### src/rtl/factocore_reg_writer.sv
// FactoCore slave write path: register bank, engine start/clear strobes,
// result capture on completion and the done interrupt.
module factocore_reg_writer #(
  parameter int unsigned DATA_W = 64,
  parameter int unsigned ADDR_W = 8
) (
  input  logic              clk,
  input  logic              reset,
  input  logic              S_sel,
  input  logic              S_wr,
  input  logic [ADDR_W-1:0] S_address,
  input  logic [DATA_W-1:0] S_din,
  input  logic              core_done,
  input  logic [DATA_W-1:0] core_result_h,
  input  logic [DATA_W-1:0] core_result_l,
  output logic              start_pulse,
  output logic              clear_pulse,
  output logic              busy,
  output logic              interrupt,
  output logic [DATA_W-1:0] reg_opstart,
  output logic [DATA_W-1:0] reg_opclear,
  output logic [DATA_W-1:0] reg_opdone,
  output logic [DATA_W-1:0] reg_intrEn,
  output logic [DATA_W-1:0] reg_operand,
  output logic [DATA_W-1:0] reg_result_h,
  output logic [DATA_W-1:0] reg_result_l
);

  localparam int unsigned SEL_W = 5;

  localparam logic [SEL_W-1:0] SEL_OPSTART = 5'b00000;
  localparam logic [SEL_W-1:0] SEL_OPCLEAR = 5'b00001;
  localparam logic [SEL_W-1:0] SEL_INTREN  = 5'b00011;
  localparam logic [SEL_W-1:0] SEL_OPERAND = 5'b00100;

  typedef enum logic [0:0] {
    IDLE = 1'b0,
    BUSY = 1'b1
  } state_t;

  state_t           state;
  logic             wr_en;
  logic [SEL_W-1:0] sel;
  logic             clr_hit;
  logic             unused_addr;

  assign wr_en       = S_sel & S_wr;
  assign sel         = S_address[ADDR_W-1 -: SEL_W];
  assign clr_hit     = wr_en && (sel == SEL_OPCLEAR) && S_din[0];
  assign unused_addr = ^S_address[ADDR_W-SEL_W-1:0];
  assign busy        = (state == BUSY);

  // Priority: reset > clear > completion > ordinary writes.
  always_ff @(posedge clk) begin
    if (reset) begin
      state        <= IDLE;
      start_pulse  <= 1'b0;
      clear_pulse  <= 1'b0;
      interrupt    <= 1'b0;
      reg_opstart  <= '0;
      reg_opclear  <= '0;
      reg_opdone   <= '0;
      reg_intrEn   <= '0;
      reg_operand  <= '0;
      reg_result_h <= '0;
      reg_result_l <= '0;
    end else begin
      start_pulse <= 1'b0;
      clear_pulse <= 1'b0;
      reg_opclear <= '0;
      interrupt   <= reg_opdone[0] & reg_intrEn[0];

      if (clr_hit) begin
        // intrEn deliberately survives a clear
        state        <= IDLE;
        clear_pulse  <= 1'b1;
        reg_opclear  <= DATA_W'(1);
        reg_opstart  <= '0;
        reg_opdone   <= '0;
        reg_operand  <= '0;
        reg_result_h <= '0;
        reg_result_l <= '0;
      end else begin
        if ((state == BUSY) && core_done) begin
          state          <= IDLE;
          reg_result_h   <= core_result_h;
          reg_result_l   <= core_result_l;
          reg_opdone     <= DATA_W'(1);
          reg_opstart[0] <= 1'b0;
        end

        // opstart/operand writes only land while idle, so they never
        // collide with a completion on the same edge.
        if (wr_en) begin
          case (sel)
            SEL_OPSTART: begin
              if (state == IDLE) begin
                reg_opstart <= S_din;
                if (S_din[0]) begin
                  start_pulse <= 1'b1;
                  state       <= BUSY;
                end
              end
            end
            SEL_INTREN:  reg_intrEn <= S_din;
            SEL_OPERAND: begin
              if (state == IDLE) reg_operand <= S_din;
            end
            default: ;
          endcase
        end
      end
    end
  end

endmodule

### config.mk
export PLATFORM = sky130hd
export DESIGN_NAME = factocore_reg_writer
export DESIGN_NICKNAME = d
export VERILOG_FILES = /design/src/rtl/factocore_reg_writer.sv
export SDC_FILE = /design/constraint.sdc
export NUM_CORES = 1
export LEC_CHECK = 0
export CAP_MARGIN = 20
export CORE_AREA = 2 2 254 256
export CTS_CLUSTER_DIAMETER = 200
export DETAILED_ROUTE_END_ITERATION = 12
export DIE_AREA = 0 0 256 258
export HOLD_SLACK_MARGIN = 0.1
export MAX_ROUTING_LAYER = met4
export PLACE_DENSITY = 0.59
export SLEW_MARGIN = 20
export SYNTH_ARGS = -nofsm -noshare
export SYNTH_HDL_FRONTEND = slang
export SYNTH_SLANG_ARGS = --single-unit
### constraint.sdc
create_clock -name clk -period 4.6 [get_ports clk]
set_input_delay 0.92 -clock clk [delete_from_list [all_inputs] [get_ports clk]]
set_output_delay 0.92 -clock clk [all_outputs]
set_load 0.05 [all_outputs]
==> metrics.txt <==
top routing layer used=met4; post_cts resized=0; max_cap viols=0; worst slew pin tran=988 ps; CP arrival=2200 ps; outcome=complete, no violations; Worst R2R End=reg_opstart[39]$_SDFFE_PP0P_; row count=93; WL per Instance=17.8 µm; port buffer count=527; max-slew violation count=0; Critical Path, Cell by Cell=clkdlybuf4s50_1; Clock Skew=11.8 ps; first-pass GRT wire length=75900 µm; final period utilization=67.7%; I/O pin total=657; layout cells sized above 1=5.01%; CTS tree=built; largest net degree at the start of global routing=129; FF-to-FF path depth=4; CP bufs+invs=1; nets=2231; family with the most delay on the worst path=buffers and inverters; Setup Buffers After CTS=0; worst vdd ir=0.000245 V; Hold Fails Final Rpt=0; min Tclk post-route=3120 ps; crit start category=flip-flop; TritonCTS buffer count=40; die width=256 µm; cts hold-fix bufs=0; CTS H-Tree Depth=2; startpoint of the worst-slack reg-to-reg timing path=busy$_SDFF_PP0_; FILL cells=6655; unrepaired setup endpoints after global routing=false; relative slew slack=34.1%; critical path endpoint=busy; R2R setup slack=1950 ps; Starting Density=21.3%; WP data required=3680 ps; synthesized area=0.0135 mm²; Hold WC Path Type=reg -> reg; crit-path max FO=6; Final HPWL DP=35600 µm; First DRT Iteration DRCs=785; remaining antenna violation count=0; worst skew pair latency=550 ps; CTS Root Buffer Type=clkbuf_16; CTS Buffer Depth=3; Design Area, Final=0.0203 mm²; Final setup viols=0; leakage=0.00665 µW; Via-to-Cell Ratio=4.34; Crit path depth=1; GRT Residual Overflow=0; number of global-route vias before repair=12153; hold path start=reg_result_h[49]$_SDFFE_PP0P_; WL met3=3980 µm; wl on met1=21300 µm; Die Span Y=258 µm; total core area=0.0636 mm²; Post-Synthesis Cells=1580; clock transition at the registers of the reported paths=60 ps; DRT Pass-1 Iters=4; Final GP Congestion=0.823; initial antenna violation count=5; full die area=0.0660 mm²; critical path startpoint=busy$_SDFF_PP0_; placed cell areas=0.0190 mm²; setup TNS=0 ps; Vias=12657; DRC errors left=0; Layout area overhead=50.2%; P per Cell Area=334 mW/mm²; Sink Count=325; FF+latch count, synth=325; sequential-to-total area share from yosys stat=48.0%; total power=6790 µW; crit path kind=reg -> out; wire length on met2=25000 µm; Post-Synthesis Mean Instance Area=8.57 µm²; Tot GR Track Use=15.2%; Syn. warnings=0; Crit path largest cell delay=930 ps; Routed WL=51900 µm; synth unique cells=30; fmax=321 MHz; Critical Path End Type=primary output; CP max-delay cell=clkdlybuf4s50_1
power by group:
part | leakage, µW | internal, µW | switching (µW)
combinational | 0.00336 | 212 | 460
sequential | 0.00262 | 2820 | 4.35
clock | 0.000673 | 2010 | 1280
worst min path at each step:
stage	to	slack, ps	depth (start not counted)
after floorplan	reg_result_h[54]$_SDFFE_PP0P_	670	2
after global placement	reg_result_l[27]$_SDFFE_PP0P_	440	2
after detailed placement	reg_result_h[1]$_SDFFE_PP0P_	450	2
after CTS	reg_result_h[1]$_SDFFE_PP0P_	450	2
after global routing	reg_result_l[27]$_SDFFE_PP0P_	470	2
final	reg_result_h[49]$_SDFFE_PP0P_	450	2
metal layers:
| layer | vias to the layer above | global-route usage, % |
|---|---|---|
| met5 | - | - |
| met4 | 0 | 5.02 |
| met3 | 77 | 4.44 |
| met2 | 528 | 24.9 |
| met1 | 6017 | 17.8 |
| li1 | 6035 | - |
final cells by class:
type	count	area, µm²	share of cell area [%]
sequential	325	6510	32.0
multi-input combinational	1104	5860	28.8
timing repair buffer	553	5510	27.1
clock buffer	58	1180	5.80
tap	855	1070	5.26
clock inverter	15	195	0.960
antenna	5	12.5	0.0615
inverter	2	7.51	0.0369
sequential cells by signal, indices dropped and copies added, names as in the netlist:
signal and count:
reg_intrEn 64, reg_opdone 1, interrupt 1, reg_opstart 64, reg_result_l 64, reg_opclear 1, start_pulse 1, reg_operand 64
reg_result_h 64, busy 1
placed cells by master, fill, tap and decap left out, types with 2 or more instances in the layout:
master	synthesis	layout
a21oi_1	258	258
buf_12	0	4
buf_4	151	23
bufinv_16	0	4
clkbuf_1	83	8
clkbuf_16	0	41
clkbuf_8	0	9
clkdlybuf4s50_1	0	525
clkinv_2	0	5
clkinv_4	0	2
clkinvlp_4	0	2
conb_1	1	126
dfxtp_1	325	325
diode_2	0	5
inv_6	0	2
mux2i_1	64	64
nand2_1	257	256
nand2b_1	129	129
nand3_1	65	65
nand4_1	64	64
nor2_1	3	3
o21ai_0	41	41
o21ai_1	22	22
o31ai_1	64	64
through the flow:
stage / utilization [%] / setup slack [ps] / cells / hold slack [ps]
global placement: 29.8 / 1280 / 2839 / 443
global route: 32.0 / 1440 / 2917 / 467
floorplan: - / 2480 / 1705 / 674
CTS: 31.9 / 1440 / 2912 / 454
detailed placement: 29.8 / 1240 / 2839 / 446
finish: 32.0 / 1480 / 2917 / 450
Yosys cell counts:
library cell	instances	share of area, %
o211ai_1	1	0.055
buf_2	27	1.0
nand2b_1	129	6.0
nand3b_1	1	0.055
nor2_1	3	0.083
o21ai_1	22	0.81
o31ai_1	64	3.5
a31o_2	1	0.065
nor4b_1	1	0.065
nand3_1	65	2.4
and2_1	1	0.046
inv_2	1	0.028
nand4_1	64	3.0
nand4bb_1	1	0.083
mux2i_1	64	4.7
o21ai_0	41	1.5
buf_6	8	0.67
inv_1	1	0.028
clkbuf_1	83	2.3
and4bb_2	1	0.092
nor4_1	1	0.046
conb_1	1	0.028
buf_4	151	8.4
nand2_1	257	7.1
buf_1	5	0.14
a21oi_1	258	9.5
dfxtp_1	325	48
and4b_1	1	0.074
or4_4	1	0.083
and3b_1	1	0.065
kinds of logic after synthesis:
group / share of synthesized area, %
buf+inv: 12.5
other cells: 0.0277
compound gates: 15.5
flops: 48.0
mux: 4.73
simple gates: 19.1
(Power assumes the default switching activity.)
